## config.mk

```make
export PLATFORM = sky130hd
export DESIGN_NAME = dmem_access_ctrl_flat
export DESIGN_NICKNAME = d
export VERILOG_FILES = /design/src/rtl/dmem_access_ctrl_if.sv /design/src/rtl/dmem_access_ctrl.sv /design/src/flat_wrapper.sv
export SDC_FILE = /design/constraint.sdc
export NUM_CORES = 1
export LEC_CHECK = 0
export CORE_AREA = 2 2 152 154
export CTS_CLUSTER_SIZE = 16
export DETAILED_ROUTE_END_ITERATION = 10
export DIE_AREA = 0 0 154 156
export PLACE_DENSITY_LB_ADDON = 0.25
export SLEW_MARGIN = 20
export SYNTH_ARGS = -nofsm -noshare
export SYNTH_HDL_FRONTEND = slang
export SYNTH_SLANG_ARGS = --single-unit
```

## constraint.sdc

```tcl
create_clock -name clk_i -period 3.45 [get_ports clk_i]
set_clock_uncertainty 0.05 [all_clocks]
set_input_delay 0.69 -clock clk_i [delete_from_list [all_inputs] [get_ports clk_i]]
set_output_delay 0.69 -clock clk_i [all_outputs]
set_load 0.005 [all_outputs]
```

## src/rtl/dmem_access_ctrl_if.sv

```systemverilog
// Request/response channel and data-RAM port between the M stage and the data-memory controller.
// slave = controller side; master = M stage plus RAM side.
interface dmem_access_ctrl_if;
    logic        req_valid_i;
    logic        req_ready_o;
    logic        req_we_i;
    logic [63:0] req_addr_i;
    logic [63:0] req_wdata_i;
    logic        resp_valid_o;
    logic        resp_ready_i;
    logic [63:0] resp_rdata_o;
    logic        resp_err_o;
    logic        m_r_en_o;
    logic        m_w_en_o;
    logic [63:0] m_addr_o;
    logic [63:0] m_wdata_o;
    logic [63:0] m_rdata_i;

    modport slave (
        input  req_valid_i, req_we_i, req_addr_i, req_wdata_i, resp_ready_i, m_rdata_i,
        output req_ready_o, resp_valid_o, resp_rdata_o, resp_err_o,
        output m_r_en_o, m_w_en_o, m_addr_o, m_wdata_o
    );

    modport master (
        output req_valid_i, req_we_i, req_addr_i, req_wdata_i, resp_ready_i, m_rdata_i,
        input  req_ready_o, resp_valid_o, resp_rdata_o, resp_err_o,
        input  m_r_en_o, m_w_en_o, m_addr_o, m_wdata_o
    );
endinterface

```

## src/rtl/dmem_access_ctrl.sv

```systemverilog
// Y86 data-memory initiator: bounds-checks one request at a time, with an alignment check under DMEM_ALIGN_CHECK_EN.
// Latency is 1 cycle for errors, RD_WAIT+1 for loads, 2 for stores.
// One request in flight; req_ready_o is low and stall_o is high until the response handshakes.
module dmem_access_ctrl #(
    parameter int unsigned MEM_BYTES  = 1024,
    parameter int unsigned WORD_BYTES = 8,
    parameter int unsigned RD_WAIT    = 1
) (
    input  logic                clk_i,
    input  logic                rst_i,
    dmem_access_ctrl_if.slave   bus,
    output logic                stall_o
);

    localparam logic [63:0] MAX_ADDR = 64'(MEM_BYTES - WORD_BYTES);

    typedef enum logic [1:0] {S_IDLE, S_RD, S_WR, S_RESP} state_e;

    state_e      state_q, state_d;
    logic [3:0]  cnt_q, cnt_d;
    logic        resp_valid_q, resp_valid_d;
    logic        resp_err_q, resp_err_d;
    logic [63:0] resp_rdata_q, resp_rdata_d;
    logic        m_r_en_q, m_r_en_d;
    logic        m_w_en_q, m_w_en_d;
    logic [63:0] m_addr_q, m_addr_d;
    logic [63:0] m_wdata_q, m_wdata_d;

    logic req_ready;
    logic accept;
    logic addr_err;

    assign req_ready = (state_q == S_IDLE) & ~rst_i;
    assign accept    = bus.req_valid_i & req_ready;

    // Plain compare against the last legal word start: no addition, so no wrap near 2^64.
`ifdef DMEM_ALIGN_CHECK_EN
    assign addr_err = (bus.req_addr_i > MAX_ADDR) | (bus.req_addr_i[2:0] != 3'b000);
`else
    assign addr_err = (bus.req_addr_i > MAX_ADDR);
`endif

    always_comb begin
        state_d      = state_q;
        cnt_d        = cnt_q;
        resp_valid_d = resp_valid_q;
        resp_err_d   = resp_err_q;
        resp_rdata_d = resp_rdata_q;
        m_r_en_d     = m_r_en_q;
        m_w_en_d     = m_w_en_q;
        m_addr_d     = m_addr_q;
        m_wdata_d    = m_wdata_q;

        unique case (state_q)
            S_IDLE: begin
                if (accept) begin
                    if (addr_err) begin
                        state_d      = S_RESP;
                        resp_valid_d = 1'b1;
                        resp_err_d   = 1'b1;
                        resp_rdata_d = 64'd0;
                    end else if (bus.req_we_i) begin
                        state_d   = S_WR;
                        m_addr_d  = bus.req_addr_i;
                        m_wdata_d = bus.req_wdata_i;
                        m_w_en_d  = 1'b1;
                    end else begin
                        state_d  = S_RD;
                        m_addr_d = bus.req_addr_i;
                        m_r_en_d = 1'b1;
                        cnt_d    = 4'(RD_WAIT - 1);
                    end
                end
            end
            S_RD: begin
                if (cnt_q != 4'd0) begin
                    cnt_d = cnt_q - 4'd1;
                end else begin
                    state_d      = S_RESP;
                    m_r_en_d     = 1'b0;
                    resp_valid_d = 1'b1;
                    resp_err_d   = 1'b0;
                    resp_rdata_d = bus.m_rdata_i;
                end
            end
            S_WR: begin
                state_d      = S_RESP;
                m_w_en_d     = 1'b0;
                resp_valid_d = 1'b1;
                resp_err_d   = 1'b0;
                resp_rdata_d = 64'd0;
            end
            S_RESP: begin
                if (bus.resp_ready_i) begin
                    state_d      = S_IDLE;
                    resp_valid_d = 1'b0;
                end
            end
            default: state_d = S_IDLE;
        endcase
    end

    always_ff @(posedge clk_i) begin
        if (rst_i) begin
            state_q      <= S_IDLE;
            cnt_q        <= 4'd0;
            resp_valid_q <= 1'b0;
            resp_err_q   <= 1'b0;
            resp_rdata_q <= 64'd0;
            m_r_en_q     <= 1'b0;
            m_w_en_q     <= 1'b0;
            m_addr_q     <= 64'd0;
            m_wdata_q    <= 64'd0;
        end else begin
            state_q      <= state_d;
            cnt_q        <= cnt_d;
            resp_valid_q <= resp_valid_d;
            resp_err_q   <= resp_err_d;
            resp_rdata_q <= resp_rdata_d;
            m_r_en_q     <= m_r_en_d;
            m_w_en_q     <= m_w_en_d;
            m_addr_q     <= m_addr_d;
            m_wdata_q    <= m_wdata_d;
        end
    end

    assign bus.req_ready_o  = req_ready;
    assign bus.resp_valid_o = resp_valid_q;
    assign bus.resp_err_o   = resp_err_q;
    assign bus.resp_rdata_o = resp_rdata_q;
    assign bus.m_r_en_o     = m_r_en_q;
    assign bus.m_w_en_o     = m_w_en_q;
    assign bus.m_addr_o     = m_addr_q;
    assign bus.m_wdata_o    = m_wdata_q;
    assign stall_o          = (state_q != S_IDLE);

endmodule

```

## src/flat_wrapper.sv

```systemverilog
// flat-port wrapper written by rule: the top's interface ports become plain ports
module dmem_access_ctrl_flat 
#(
    parameter int unsigned MEM_BYTES  = 1024,
    parameter int unsigned WORD_BYTES = 8,
    parameter int unsigned RD_WAIT    = 1
)
  (clk_i, rst_i, stall_o, bus_req_valid_i, bus_req_we_i, bus_req_addr_i, bus_req_wdata_i, bus_resp_ready_i, bus_m_rdata_i, bus_req_ready_o, bus_resp_valid_o, bus_resp_rdata_o, bus_resp_err_o, bus_m_r_en_o, bus_m_w_en_o, bus_m_addr_o, bus_m_wdata_o);
  dmem_access_ctrl_if bus_i ();
  input  logic clk_i;
  input  logic rst_i;
  output logic stall_o;
  input wire logic [$bits(bus_i.req_valid_i)-1:0] bus_req_valid_i;
  input wire logic [$bits(bus_i.req_we_i)-1:0] bus_req_we_i;
  input wire logic [$bits(bus_i.req_addr_i)-1:0] bus_req_addr_i;
  input wire logic [$bits(bus_i.req_wdata_i)-1:0] bus_req_wdata_i;
  input wire logic [$bits(bus_i.resp_ready_i)-1:0] bus_resp_ready_i;
  input wire logic [$bits(bus_i.m_rdata_i)-1:0] bus_m_rdata_i;
  output wire logic [$bits(bus_i.req_ready_o)-1:0] bus_req_ready_o;
  output wire logic [$bits(bus_i.resp_valid_o)-1:0] bus_resp_valid_o;
  output wire logic [$bits(bus_i.resp_rdata_o)-1:0] bus_resp_rdata_o;
  output wire logic [$bits(bus_i.resp_err_o)-1:0] bus_resp_err_o;
  output wire logic [$bits(bus_i.m_r_en_o)-1:0] bus_m_r_en_o;
  output wire logic [$bits(bus_i.m_w_en_o)-1:0] bus_m_w_en_o;
  output wire logic [$bits(bus_i.m_addr_o)-1:0] bus_m_addr_o;
  output wire logic [$bits(bus_i.m_wdata_o)-1:0] bus_m_wdata_o;
  assign bus_i.req_valid_i = bus_req_valid_i;
  assign bus_i.req_we_i = bus_req_we_i;
  assign bus_i.req_addr_i = bus_req_addr_i;
  assign bus_i.req_wdata_i = bus_req_wdata_i;
  assign bus_i.resp_ready_i = bus_resp_ready_i;
  assign bus_i.m_rdata_i = bus_m_rdata_i;
  assign bus_req_ready_o = bus_i.req_ready_o;
  assign bus_resp_valid_o = bus_i.resp_valid_o;
  assign bus_resp_rdata_o = bus_i.resp_rdata_o;
  assign bus_resp_err_o = bus_i.resp_err_o;
  assign bus_m_r_en_o = bus_i.m_r_en_o;
  assign bus_m_w_en_o = bus_i.m_w_en_o;
  assign bus_m_addr_o = bus_i.m_addr_o;
  assign bus_m_wdata_o = bus_i.m_wdata_o;
  dmem_access_ctrl #(.MEM_BYTES(MEM_BYTES), .WORD_BYTES(WORD_BYTES), .RD_WAIT(RD_WAIT)) u_core (.clk_i(clk_i), .rst_i(rst_i), .bus(bus_i), .stall_o(stall_o));
endmodule
```

* Word level (Yosys, flattened, before mapping)
Cells that the tools add are included.
** Word-level totals
- Flip-flop bits (word level) :: 202
- Output and inout bits :: 198
** Operators by class
- $add $sub $neg :: 1
- $lt $le $gt $ge :: 1
- Equal/unequal tests :: 11
- Muxes and demuxes :: 30
- Bitwise gates (word level) :: 4
- Reductions and logical operators :: 14
** Operators with widths (count)
- two-way mux 64 bit :: 3
- one-hot mux 64 bit (3 select lines) :: 1
- > comparator 64 x 10 -> 1 bit, second input constant :: 1
- two-way mux 4 bit :: 4
- AND reduction 4 bit :: 4
- two-way mux 1 bit :: 11
- two-way mux 2 bit :: 5
- != test 2 bit, second input constant :: 5
- AND reduction 5 bit :: 2
- one-hot mux 2 bit (4 select lines) :: 1
- one-hot mux 4 bit (2 select lines) :: 1
- != test 2 x 1 -> 1 bit, second input constant :: 3
- AND reduction 3 bit :: 2
- nonzero test 2 bit :: 3
- equality test 2 bit, second input constant :: 2
- one-hot mux 1 bit (2 select lines) :: 2
- one-hot mux 1 bit (4 select lines) :: 1
- nonzero test 4 bit :: 1
- subtractor 4 x 1 -> 4 bit, second input constant :: 1
- one-hot mux 1 bit (3 select lines) :: 1
- nonzero test 3 bit :: 1
- bitwise AND 1 bit :: 2
- equality test 2 x 1 -> 1 bit, second input constant :: 1
- zero test 2 bit :: 1
- NOT 1 bit :: 2

* Longest topological paths before layout
- Word-level depth :: 5
- Gate-level depth with buffers :: 10
- Gate-level depth less buffers :: 7

* Worst setup path after synthesis
OpenSTA, ideal clock, no wires.
- Path type :: input to register
- From :: input port bus_req_addr_i[16]
- To :: register u_core.state_q[0]
- Arrival :: 2.214 ns
- Required time :: 3.283 ns
- Slack :: 1.069 ns
- Cell stages on the path :: 7
- Path buffers :: 2
- Path through :: or4_4 > nor3_4 > and3_2 > buf_4 > buf_2 > nand3_1 > a32o_1
** Between the ends
- Longest elaborated chain between the ends :: 4
** Ends and longest elaborated chain
- from (decl) :: line flat_wrapper.sv:15 : input wire logic [$bits(bus_i.req_addr_i)-1:0] bus_req_addr_i;
- > comparator 64 x 10 -> 1 bit :: line dmem_access_ctrl.sv:40 : assign addr_err = (bus.req_addr_i > MAX_ADDR);
- two-way mux 2 bit :: line dmem_access_ctrl.sv:57 : if (addr_err) begin
- two-way mux 2 bit :: line dmem_access_ctrl.sv:56 : if (accept) begin
- one-hot mux 2 bit (4 select lines) :: line dmem_access_ctrl.sv:54 : unique case (state_q)
- to (signal assigned) :: line dmem_access_ctrl.sv:115 : state_q <= state_d;
- to (decl) :: line dmem_access_ctrl.sv:19 : state_e state_q, state_d;
Every way passes these cells. The select of a mux whose other input is x is not followed.
A chain may end at the register's enable or synchronous reset.

* Final worst setup path
- From :: register u_core.state_q[0]
- To :: output port bus_req_ready_o
** Between the ends
- Longest elaborated chain between the ends :: 2
** Ends and longest elaborated chain
- zero test 2 bit :: line dmem_access_ctrl.sv:33 : assign req_ready = (state_q == S_IDLE) & ~rst_i;
- bitwise AND 1 bit :: line dmem_access_ctrl.sv:33
- to (decl) :: line flat_wrapper.sv:19 : output wire logic [$bits(bus_i.req_ready_o)-1:0] bus_req_ready_o;
Every way passes these cells.

==> impl_metrics.json <==
{
  "synth_compound_area_share_pct": 21.71,
  "cts.sinks": 202,
  "finalWorstSetupSlack_ns": 0.4585,
  "vias_per_cell": 5.655,
  "n_fill_cell": 1879,
  "rows": 55,
  "yosysTopAreaCell": "dfxtp_1",
  "drive_above_1_share_pct": 6.080,
  "pre_cts_ws_ns": 0.1598,
  "drc": 0,
  "period_needed_ns": 2.992,
  "yosys-mux-area-fraction_pct": 0.6981,
  "cp_max_fo": 8,
  "fmax_mhz": 334.3,
  "synth_xor_area_share_pct": 0,
  "die_w_um": 154,
  "cellLeakagePower_nw": 4.605,
  "overflow": 0,
  "min-delay-start": "u_core.bus.m_addr_o[43]$_SDFFE_PP0P_",
  "syn-cell-area_um2": 8961,
  "powerDensity_nw_per_um2": 561.3,
  "antenna_found_initial": 1,
  "ys_types": 44,
  "dieArea_um2": 24020,
  "path_delay_family": "buffers and inverters",
  "outcome": "finished, final reports clean",
  "syn_area_per_cell_um2": 8.244,
  "period_share_pct": 86.71,
  "cts_buffers": 24,
  "synth_warnings": 0,
  "reg2reg_slack_ns": 1.02,
  "startpoint_type": "flip-flop",
  "setup_tns_ns": 0,
  "maxSlewViolCount": 0,
  "nNetsFinal": 1618,
  "dpl_cell_area_um2": 13160,
  "max_slew_margin_pct": 33.44,
  "vias": 9709,
  "ys_ff_latch": 202,
  "hpwl_um": 21170,
  "crit_chain": "inv_1 -> ha_2 -> clkinv_1 -> nor2_1 -> clkdlybuf4s50_1",
  "drt_pass1_iterations": 6,
  "most-common-layout-cells": "clkdlybuf4s50_1, dfxtp_1, nand2_1",
  "irDropWorstVdd_mv": 0.5385,
  "async_reset_ff_share_pct": 0,
  "register_area_um2": 4044,
  "postCtsHoldBufs": 0,
  "start_util_pct": 40.07,
  "synth_fa_ha_area_share_pct": 0.9774,
  "setup_viol": 0,
  "design_area_um2": 13990,
  "cts_buffer_depth": 3,
  "synthTopCellsByArea": "dfxtp_1, nand3_1, o31a_1",
  "cp-startpoint": "u_core.state_q[0]$_SDFFE_PP0P_",
  "gp_congestion": 0.8369,
  "synth.yosys.seq_area_share_pct": 45.13,
  "postCtsSetupBuffers": 0,
  "min_delay_path_depth": 1,
  "path_class": "flip-flop to output port",
  "crit_arrival_ns": 2.25,
  "cts.repair.resized": 0,
  "power_mw": 7.856,
  "core_um2": 22370,
  "r2r_end": "u_core.bus.resp_rdata_o[15]$_SDFFE_PP0P_",
  "synth_top_cell_area_share_pct": 45.13,
  "cp_slowest_cell": "clkdlybuf4s50_1",
  "io_buffers": 394,
  "grt_pass1_vias": 9144,
  "cts_tree": "done",
  "place_inst": 1672,
  "r2r_cells": 5,
  "grt_max_degree": 105,
  "drtAntennaViolNets": 0,
  "drt_iter0_drc": 825,
  "final_common_cell": "clkdlybuf4s50_1",
  "die_h_um": 156,
  "clk_pin_slew_worst_paths_ns": 0.06,
  "max_stage_delay_ns": 0.52,
  "ys.flop_type": "dfxtp_1",
  "crit_buf_inv": 3,
  "grt_first_pass_wirelength_um": 49430,
  "design.portCount": 395,
  "worstHoldPathType": "flip-flop to flip-flop",
  "timing.rr.start": "u_core.state_q[0]$_SDFFE_PP0P_",
  "layout.cells.non_filler": 1717,
  "yosys.area_share.simple_pct": 25.15,
  "synth_top_family_by_area": "simple AND/OR/NAND/NOR gates",
  "cp.required_ns": 2.71,
  "min_to": "u_core.bus.m_addr_o[43]$_SDFFE_PP0P_",
  "hold_viol": 0,
  "cp-end-kind": "output port",
  "multi_input_area_um2": 4422,
  "area_delta_synth_final_pct": 56.17,
  "syn_inst": 1087,
  "grt_util_all_layers_pct": 25.05,
  "cts_root_buf": "clkbuf_16",
  "routedWlPerCell_um": 18.84,
  "htreeDepth": 1,
  "max_cap_violations": 0,
  "rsz0062_at_grt": "false",
  "synth_nets": 1291,
  "synth_edf_count": 0,
  "fin_util_pct": 62.57,
  "hold_slack_ns": 0.4053,
  "clock_latency_ns": 0.50,
  "tightest_slew_ns": 0.9984,
  "wirelength_um": 32340
}
## cell families after synthesis
group	Yosys count
muxes	6
and+or+nand+nor	436
buffers and inverters	138
adders and majority gates	7
DFF	202
AOI/OAI and AO/OA	298
## final cells by class
cell class | count | share of cell area (%)
Timing Repair Buffer | 420 | 30.68
Tap cell | 285 | 2.548
Multi-Input combinational cell | 747 | 31.60
Antenna cell | 1 | 0.01788
Clock buffer | 37 | 5.150
Sequential cell | 202 | 28.90
Clock inverter | 6 | 0.5990
Inverter | 19 | 0.5096
## synthesized netlist by cell type, types with 3 or more instances
cell / number
dfxtp_1: 202
nand2_1: 132
nand3_1: 132
clkbuf_1: 83
a21oi_1: 68
a31oi_1: 67
nand4_1: 67
o21ai_0: 66
o31a_1: 64
and2_1: 55
buf_2: 31
inv_1: 17
nor4_1: 12
a311oi_1: 10
a31o_2: 10
nor2_1: 8
ha_1: 7
nor3_1: 5
mux2i_1: 4
nor2b_1: 4
o211ai_1: 4
a32o_1: 3
and3_1: 3
and4_1: 3
buf_4: 3
or3_1: 3
## layer usage
layer | share of wire (%) | up-vias | global-route usage, %
met4 | 3.9 | 0 | 10.50
li1 | - | 4646 | -
met5 | 0 | - | 0
met1 | 43 | 4601 | 32.87
met3 | 6.2 | 76 | 4.639
met2 | 47 | 386 | 40.64
## flip-flops by register name, indices dropped and copies added (netlist names)
signal	count
u_core.bus.m_addr_o	64
u_core.bus.m_wdata_o	64
u_core.bus.resp_rdata_o	64
u_core.cnt_q	4
u_core.state_q	2
u_core.bus.m_r_en_o	1
u_core.bus.m_w_en_o	1
u_core.bus.resp_err_o	1
u_core.bus.resp_valid_o	1
## worst max path at each step
stage / depth (start not counted) / slack (ns) / endpoint
3_3_place_gp: 6 / 0.19 / u_core.bus.m_addr_o[10]$_SDFFE_PP0P_
6_report: 5 / 0.46 / bus_req_ready_o
3_5_place_dp: 6 / 0.16 / u_core.bus.m_addr_o[31]$_SDFFE_PP0P_
4_1_cts: 5 / 0.45 / bus_req_ready_o
5_1_grt: 5 / 0.34 / bus_req_ready_o
2_1_floorplan: 7 / 1.07 / u_core.state_q[0]$_SDFFE_PP0P_
## power breakdown
group | internal, mW | switching (mW) | total (mW)
Sequential | 2.54 | 0.167 | 2.70
Clock | 1.58 | 0.990 | 2.57
Combinational | 1.08 | 1.50 | 2.58
Total | 5.20 | 2.66 | 7.86
Note: power is estimated with default switching activity, not from simulation.
